===== config.mk =====
export PLATFORM = sky130hd
export DESIGN_NAME = fbmod_multi
export DESIGN_NICKNAME = d
export VERILOG_FILES = /design/src/rtl/fbmod_multi.sv
export SDC_FILE = /design/constraint.sdc
export NUM_CORES = 1
export LEC_CHECK = 0
export CAP_MARGIN = 20
export CORE_UTILIZATION = 31
export CTS_CLUSTER_SIZE = 25
export DETAILED_ROUTE_END_ITERATION = 7
export MAX_ROUTING_LAYER = met4
export PLACE_DENSITY = 0.57
export SKIP_CTS_REPAIR_TIMING = 1
export SLEW_MARGIN = 40
export SYNTH_ARGS = -nofsm -noshare
export SYNTH_HDL_FRONTEND = slang
export SYNTH_SLANG_ARGS = --single-unit

===== constraint.sdc =====
create_clock -name clk -period 10.06 [get_ports clk]
set_input_delay 2.012 -clock clk [delete_from_list [all_inputs] [get_ports clk]]
set_output_delay 2.012 -clock clk [all_outputs]
set_load 0.03 [all_outputs]

===== src/rtl/fbmod_multi.sv =====
// Multi-channel feedback pulse counter.
// Each channel is synchronised, glitch-filtered and edge-detected; qualified edges are counted
// over a fixed window and the per-channel totals are published once per window together with
// a one-cycle valid strobe. Counts saturate instead of wrapping.
module fbmod_multi #(
  parameter int unsigned NCH           = 4,
  parameter int unsigned CNT_W         = 16,
  parameter int unsigned WINDOW_CYCLES = 125000000,
  parameter int unsigned FILT_LEN      = 4
) (
  input  logic                 clk,
  input  logic                 rst,
  input  logic                 en,
  input  logic [NCH-1:0]       inp_fb,
  input  logic [2*NCH-1:0]     edge_mode,
  output logic [NCH*CNT_W-1:0] edge_out,
  output logic [NCH-1:0]       sat_out,
  output logic                 win_valid
);

  // Window counter width; guarded so a degenerate parameter cannot give a zero-width vector.
  localparam int unsigned WIN_W = (WINDOW_CYCLES > 1) ? $clog2(WINDOW_CYCLES) : 1;
  localparam logic [WIN_W-1:0] WIN_LAST = WIN_W'(WINDOW_CYCLES - 1);
  localparam logic [CNT_W-1:0] CNT_MAX  = '1;

  // ---------------------------------------------------------------------------------------------
  // Input synchroniser
  // ---------------------------------------------------------------------------------------------
  logic [NCH-1:0] sync1_q;
  logic [NCH-1:0] sync2_q;

  // Two-flop synchroniser per channel for the asynchronous feedback pins.
  always_ff @(posedge clk or posedge rst) begin
    if (rst) begin
      sync1_q <= '0;
      sync2_q <= '0;
    end else begin
      sync1_q <= inp_fb;
      sync2_q <= sync1_q;
    end
  end

  // ---------------------------------------------------------------------------------------------
  // Glitch filter
  // ---------------------------------------------------------------------------------------------
  logic [NCH-1:0] filt;

  if (FILT_LEN == 0) begin : g_no_filt
    assign filt = sync2_q;
  end else begin : g_filt
    localparam int unsigned FC_W = $clog2(FILT_LEN + 1);
    // Counter value on the last disagreeing cycle before the filtered level flips.
    localparam logic [FC_W-1:0] FILT_TOP = FC_W'(FILT_LEN - 1);

    logic [NCH-1:0]  filt_q;
    logic [NCH-1:0]  filt_d;
    logic [FC_W-1:0] fcnt_q [NCH];
    logic [FC_W-1:0] fcnt_d [NCH];

    // The filtered level only follows the synced level after FILT_LEN consecutive cycles of
    // disagreement; any agreeing cycle restarts the count.
    always_comb begin
      filt_d = filt_q;
      for (int i = 0; i < NCH; i++) begin
        fcnt_d[i] = '0;
        if (sync2_q[i] != filt_q[i]) begin
          if (fcnt_q[i] == FILT_TOP) begin
            filt_d[i] = sync2_q[i];
          end else begin
            fcnt_d[i] = fcnt_q[i] + 1'b1;
          end
        end
      end
    end

    // Filter state registers.
    always_ff @(posedge clk or posedge rst) begin
      if (rst) begin
        filt_q <= '0;
        for (int i = 0; i < NCH; i++) begin
          fcnt_q[i] <= '0;
        end
      end else begin
        filt_q <= filt_d;
        for (int i = 0; i < NCH; i++) begin
          fcnt_q[i] <= fcnt_d[i];
        end
      end
    end

    assign filt = filt_q;
  end

  // ---------------------------------------------------------------------------------------------
  // Edge detection
  // ---------------------------------------------------------------------------------------------
  logic [NCH-1:0] filt_prev_q;
  logic [NCH-1:0] rise;
  logic [NCH-1:0] fall;
  logic [NCH-1:0] hit;

  // Delayed copy of the filtered level; cleared on reset so no spurious edge follows reset.
  always_ff @(posedge clk or posedge rst) begin
    if (rst) begin
      filt_prev_q <= '0;
    end else begin
      filt_prev_q <= filt;
    end
  end

  assign rise = filt & ~filt_prev_q;
  assign fall = ~filt & filt_prev_q;

  // Qualify raw edges with the per-channel mode as sampled this cycle.
  always_comb begin
    hit = '0;
    for (int i = 0; i < NCH; i++) begin
      case (edge_mode[2*i +: 2])
        2'b00:   hit[i] = rise[i];
        2'b01:   hit[i] = fall[i];
        2'b10:   hit[i] = rise[i] | fall[i];
        default: hit[i] = 1'b0;
      endcase
    end
  end

  // ---------------------------------------------------------------------------------------------
  // Window timer
  // ---------------------------------------------------------------------------------------------
  logic [WIN_W-1:0] win_cnt_q;
  logic             win_end;

  assign win_end = en && (win_cnt_q == WIN_LAST);

  // Free-running window counter, held at zero while disabled so a fresh window starts on enable.
  always_ff @(posedge clk or posedge rst) begin
    if (rst) begin
      win_cnt_q <= '0;
    end else if (!en || win_end) begin
      win_cnt_q <= '0;
    end else begin
      win_cnt_q <= win_cnt_q + 1'b1;
    end
  end

  // ---------------------------------------------------------------------------------------------
  // Live counters and publication
  // ---------------------------------------------------------------------------------------------
  logic [CNT_W-1:0] live_q [NCH];
  logic [NCH-1:0]   live_sat_q;
  logic [CNT_W-1:0] bumped [NCH];
  logic [NCH-1:0]   ovf;

  // Count including this cycle's edge, saturating; ovf marks an edge that hit a full counter.
  // Publishing uses these values so an edge on the window-end cycle lands in the closing window.
  always_comb begin
    for (int i = 0; i < NCH; i++) begin
      ovf[i]    = hit[i] && (live_q[i] == CNT_MAX);
      bumped[i] = (hit[i] && !ovf[i]) ? live_q[i] + 1'b1 : live_q[i];
    end
  end

  // Live per-channel counts; cleared at window end and whenever measurement is disabled.
  always_ff @(posedge clk or posedge rst) begin
    if (rst) begin
      live_sat_q <= '0;
      for (int i = 0; i < NCH; i++) begin
        live_q[i] <= '0;
      end
    end else if (!en || win_end) begin
      live_sat_q <= '0;
      for (int i = 0; i < NCH; i++) begin
        live_q[i] <= '0;
      end
    end else begin
      live_sat_q <= live_sat_q | ovf;
      for (int i = 0; i < NCH; i++) begin
        live_q[i] <= bumped[i];
      end
    end
  end

  // Published results and strobe; outputs hold between window ends, including while disabled.
  always_ff @(posedge clk or posedge rst) begin
    if (rst) begin
      edge_out  <= '0;
      sat_out   <= '0;
      win_valid <= 1'b0;
    end else begin
      win_valid <= win_end;
      if (win_end) begin
        sat_out <= live_sat_q | ovf;
        for (int i = 0; i < NCH; i++) begin
          edge_out[i*CNT_W +: CNT_W] <= bumped[i];
        end
      end
    end
  end

endmodule

; ---- Yosys cells after proc, flatten, opt, wreduce, memory -nomap -nowiden
; Cells that the tools add are included.
[totals]
out_inout_bits = 69
reg_bits = 192
elab_cells = 101
input_bits = 15
[op_classes]
n_eq_ne = 21
reduce_logical = 23
n_addsub = 9
bitwise = 9
mux = 19
[ops]
columns = op, count
row1 = $add A16 B1 Y16 const B, 4
row2 = $eq A16 B16 Y1 const B, 4
row3 = $mux W16, 4
row4 = $mux W64, 1
row5 = $add A27 B1 Y27 const B, 1
row6 = $eq A27 B27 Y1 const B, 1
row7 = $mux W27, 1
row8 = $mux W3, 8
row9 = $add A3 B1 Y3 const B, 4
row10 = $eq A3 B2 Y1 const B, 4
row11 = $pmux W1 S3, 4
row12 = $logic_and A1 B1 Y1, 9
row13 = $and A4 B4 Y4, 2
row14 = $eq A2 B1 Y1 const B, 4
row15 = $eq A2 B2 Y1 const B, 4
row16 = $logic_not A2 Y1, 4
row17 = $not A4 Y4, 2
row18 = $reduce_and A2 Y1, 4
row19 = $logic_not A1 Y1, 5
row20 = $mux W4, 1
row21 = $ne A1 B1 Y1, 4
row22 = $or A1 B1 Y1, 4
row23 = $or A4 B4 Y4, 1
row24 = $logic_or A1 B1 Y1, 1

; ---- Logic depth before layout (Yosys ltp)
[logic_depth]
word_depth = 9
depth_mapped = 9
depth_no_buf = 8

; ---- Worst setup path after synthesis
; OpenSTA, ideal clock, no wires.
[synth_timing]
path_type = input port to flip-flop
from = input port edge_mode[5]
to = register edge_out[45]
arrival_ns = 3.405
stages = 6
n_path_buf = 0
t_required_ns = 9.927
slack_ns = 6.522
setup_ns = 0.133
path_cell_list = nor2b_1 a211oi_1 or4b_2 a211oi_1 xnor2_1 o21ai_0
[synth_between]
elab_chain_len = 6
word_cells_on_any_way = 8
cone_classes = eq/ne (2) / mux (2) / reduce/logical (4)
[synth_lines]
columns = item, line_no
row1 = from (decl), 15  ; input logic [2*NCH-1:0] edge_mode,
row2 = "$eq A2 B2 Y1, or another cell as far along", 118  ; case (edge_mode[2*i +: 2])
row3 = $pmux W1 S3 *, 118
row4 = $logic_and A1 B1 Y1, 158  ; ovf[i] = hit[i] && (live_q[i] == CNT_MAX);
row5 = $logic_not A1 Y1, 159  ; bumped[i] = (hit[i] && !ovf[i]) ? live_q[i] + 1'b1 : live_q[i];
row6 = $logic_and A1 B1 Y1 *, 159
row7 = $mux W16 *, 159
row8 = "to (signal, indexed assignment)", 194  ; edge_out[i*CNT_W +: CNT_W] <= bumped[i];
row9 = to (decl), 16  ; output logic [NCH*CNT_W-1:0] edge_out,
; Mark *: on every way between the ends. The rest lies on a longest branch, timed or not.
; A chain may end at the register's enable or synchronous reset.

; ---- Worst setup path in the final report
[layout_timing]
from = input port edge_mode[3]
to = register edge_out[27]
; Same word-level chain as after synthesis.

==> flow_summary.ini <==
[status]
outcome = finished, final reports clean

[cells_and_area]
final_util_pct = 38.6
final_nets = 934
drive_gt1_share_pct = 6.89
final_cells = 1250
syn2layout_area_growth_pct = 21.1
antenna_cells = 0

[route]
viasPerCell = 4.76
top_layer = met4
routed_wl_mm = 17.6
drc = 0
wl_met2_mm = 7.80
post_drt_wl_per_cell_um = 14.1
wl_met3_um = 574
ant_nets = 0
num_vias = 5950
wl_met1_mm = 9.18
firstDrtPassIters = 5
drt_iter0_drc = 306

[sta]
relSlewSlack_pct = 46.8
skew_ns = 0.0172
final_max_slew_viol_count = 0
fmax_mhz = 262
min_period_ns = 3.82
finalSetupViolCount = 0
finalHoldViolCount = 0
rsz0062_at_grt = false
fin_tns_setup_ns = 0
tightest_slew_ns = 0.790
fin_crit_sh_pct = 38.0

[cts]
cts_inserted_buffers = 17
insertion_delay_ns = 0.43
cts-htree-levels = 4
root_buffer = clkbuf_16
cts.sinks = 192
clock_path_buffers = 2
path_clk_slew_ns = 0.08
cts_tree = done

[placement]
dp.final_hpwl_mm = 12.0
io_buffer_count = 83
gp_congestion = 0.846
placed_cells = 1218

[floorplanning]
die_w_um = 167
rows = 59
die_h_um = 167
core_um2 = 26400
io_pins = 84
dieArea_um2 = 27800
initial_core_util_pct = 31.9

[run]
cap_violations = 0

[critical_path]
crit_type = in2reg
arrival_ns = 4.10
crit_fanout = 5
cp-end-kind = flop
startpoint_type = input port
cp_data_required_time_ns = 10.34

[synth]
yosys_warnings = 0
synth.top_cell.area_share_pct = 57.2
synth.net_count = 853
ys_types = 41
synth_xor_xnor_area_share_pct = 8.65
async_flop_share_pct = 100
syn_area_per_cell_um2 = 10.2
synth_edf_count = 0
synth_top_family_by_area = simple AND/OR/NAND/NOR gates
synth-seq-cells = 192
synth_compound_area_share_pct = 6.15
synth_fa_ha_area_share_pct = 2.53
synth_cells = 821
netlist_top_cells_area = dfrtp_1 57%, xor2_1 6.0%, nor2_1 5.5%
synthSimpleGateAreaFrac_pct = 21.8
synth_area_leader_cell = dfrtp_1
syn_area_um2 = 8410
synth_flop_cell = dfrtp_1
muxShareOfSynthArea_pct = 1.32
synth-seq-area-share_pct = 57.2

[global_routing]
grt_overflow = 0
grt_pass1_wl_mm = 30.1
grt_max_degree = 130
grt_pass1_vias = 5803
antenna_found_initial = 0
grt_use_total_pct = 13.8

[pwr]
p_per_area_nw_per_um2 = 164
p_leak_nw = 4.35
ir_drop_uv = 115

[worst_hold_path]
hold_class = reg2reg
[cells in the mapped netlist, types with 2 or more instances]
| library cell | count |
|---|---|
| dfrtp_1 | 192 |
| nor2_1 | 123 |
| nand2_1 | 114 |
| xor2_1 | 58 |
| o21ai_0 | 54 |
| nand4_1 | 39 |
| nand3_1 | 30 |
| xnor2_1 | 25 |
| inv_1 | 20 |
| o21ai_2 | 18 |
| and3_1 | 17 |
| ha_1 | 17 |
| clkbuf_1 | 16 |
| nor3_1 | 15 |
| nor2b_1 | 11 |
| mux2i_1 | 10 |
| buf_2 | 7 |
| and4_1 | 5 |
| nor4_1 | 5 |
| and2_1 | 4 |
| nor3b_1 | 4 |
| or4_1 | 4 |
| a211oi_1 | 3 |
| a21oi_1 | 3 |
| buf_6 | 3 |
| nand2b_1 | 3 |
| nand4b_1 | 3 |
| a21boi_0 | 2 |
| nor4bb_1 | 2 |
| o21ai_1 | 2 |
| or4b_2 | 2 |
[cell families after synthesis]
family | count (synthesis)
multiplexers | 11
buffers and inverters | 46
XOR/XNOR | 83
AO/OA/AOI/OAI | 85
adder cells (fa/ha/maj) | 17
AND/OR/NAND/NOR | 387
flip-flops | 192
[registers in the layout, indices dropped and copies added (netlist names)]
| name | count |
|---|---|
| filt | 4 |
| sync1_q | 4 |
| g_filt.fcnt_q | 12 |
| filt_prev_q | 4 |
| win_cnt_q | 27 |
| sat_out | 4 |
| edge_out | 64 |
| live_q | 64 |
| live_sat_q | 4 |
| win_valid | 1 |
| sync2_q | 4 |
[layout make-up]
type / instances / area (um^2)
Fill cell: 2555 / 16200
Clock inverter: 15 / 151
Inverter: 20 / 87.6
Tap cell: 335 / 419
Clock buffer: 17 / 425
Multi-Input combinational cell: 583 / 3420
Sequential cell: 192 / 4800
Timing Repair Buffer: 88 / 876
[worst paths after layout]
| kind | startpoint | endpoint | slack (ns) | cells past startpoint |
|---|---|---|---|---|
| min in group asynchronous | rst | sat_out[3]$_DFFE_PP0P_ | 2.16 | 2 |
| worst min register to register | sync1_q[3]$_DFF_PP0_ | sync2_q[3]$_DFF_PP0_ | 0.35 | 0 |
| max in group asynchronous | rst | filt_prev_q[2]$_DFF_PP0_ | 6.88 | 3 |
| worst min-delay path | sync1_q[3]$_DFF_PP0_ | sync2_q[3]$_DFF_PP0_ | 0.35 | 0 |
| worst max register to register | win_cnt_q[9]$_DFF_PP0_ | win_cnt_q[19]$_DFF_PP0_ | 6.44 | 6 |
| worst max-delay path | edge_mode[3] | edge_out[27]$_DFFE_PP0P_ | 6.24 | 7 |
[through the flow]
stage | setup slack (ns) | total power [W] | hold slack (ns) | instance area [um^2]
6_report | 6.24 | 0.00167 | 0.352 | 10200
5_1_grt | 6.12 | 0.00176 | 0.368 | 10200
4_1_cts | 6.25 | 0.00169 | 0.354 | 10200
3_5_place_dp | 5.80 | 0.00103 | 0.335 | 9600
3_3_place_gp | 5.23 | 0.00102 | 0.334 | 9570
2_1_floorplan | 2.82 | 0.000977 | 0.331 | 8410
[worst max-delay path, stage by stage]
cell	delay, ns
clkdlybuf4s50_1	0.49
nor2b_1	0.14
a211oi_1	0.08
or3_1	0.47
or4_1	0.57
xor2_1	0.22
o21ai_0	0.10
[cells in the final DEF (no fill, tap or decap), drive strengths merged, types with 10 or more instances in the layout]
| master | synthesis | routed |
|---|---|---|
| nor2b | 11 | 11 |
| xor2 | 58 | 58 |
| xnor2 | 25 | 25 |
| nor3 | 15 | 15 |
| dfrtp | 192 | 192 |
| nor2 | 123 | 123 |
| o21ai | 74 | 74 |
| ha | 17 | 17 |
| nand2 | 114 | 114 |
| inv | 20 | 27 |
| nand4 | 39 | 39 |
| clkbuf | 16 | 17 |
| clkdlybuf4s50 | 0 | 83 |
| nand3 | 30 | 30 |
| mux2i | 10 | 10 |
| and3 | 17 | 17 |
[layer usage]
metal  track usage (%)  up-vias
met5                 -        -
met4              3.02        0
met3              3.04        6
met2              20.4       99
met1              19.4     2902
li1                  -     2943
[power breakdown]
group | leakage [nW] | switching, W | internal, W
registers | 2.63 | 0.0000315 | 0.000811
logic | 1.45 | 0.0000982 | 0.0000672
clock network | 0.275 | 0.000327 | 0.000331
Power figures use the tool's default switching activity.
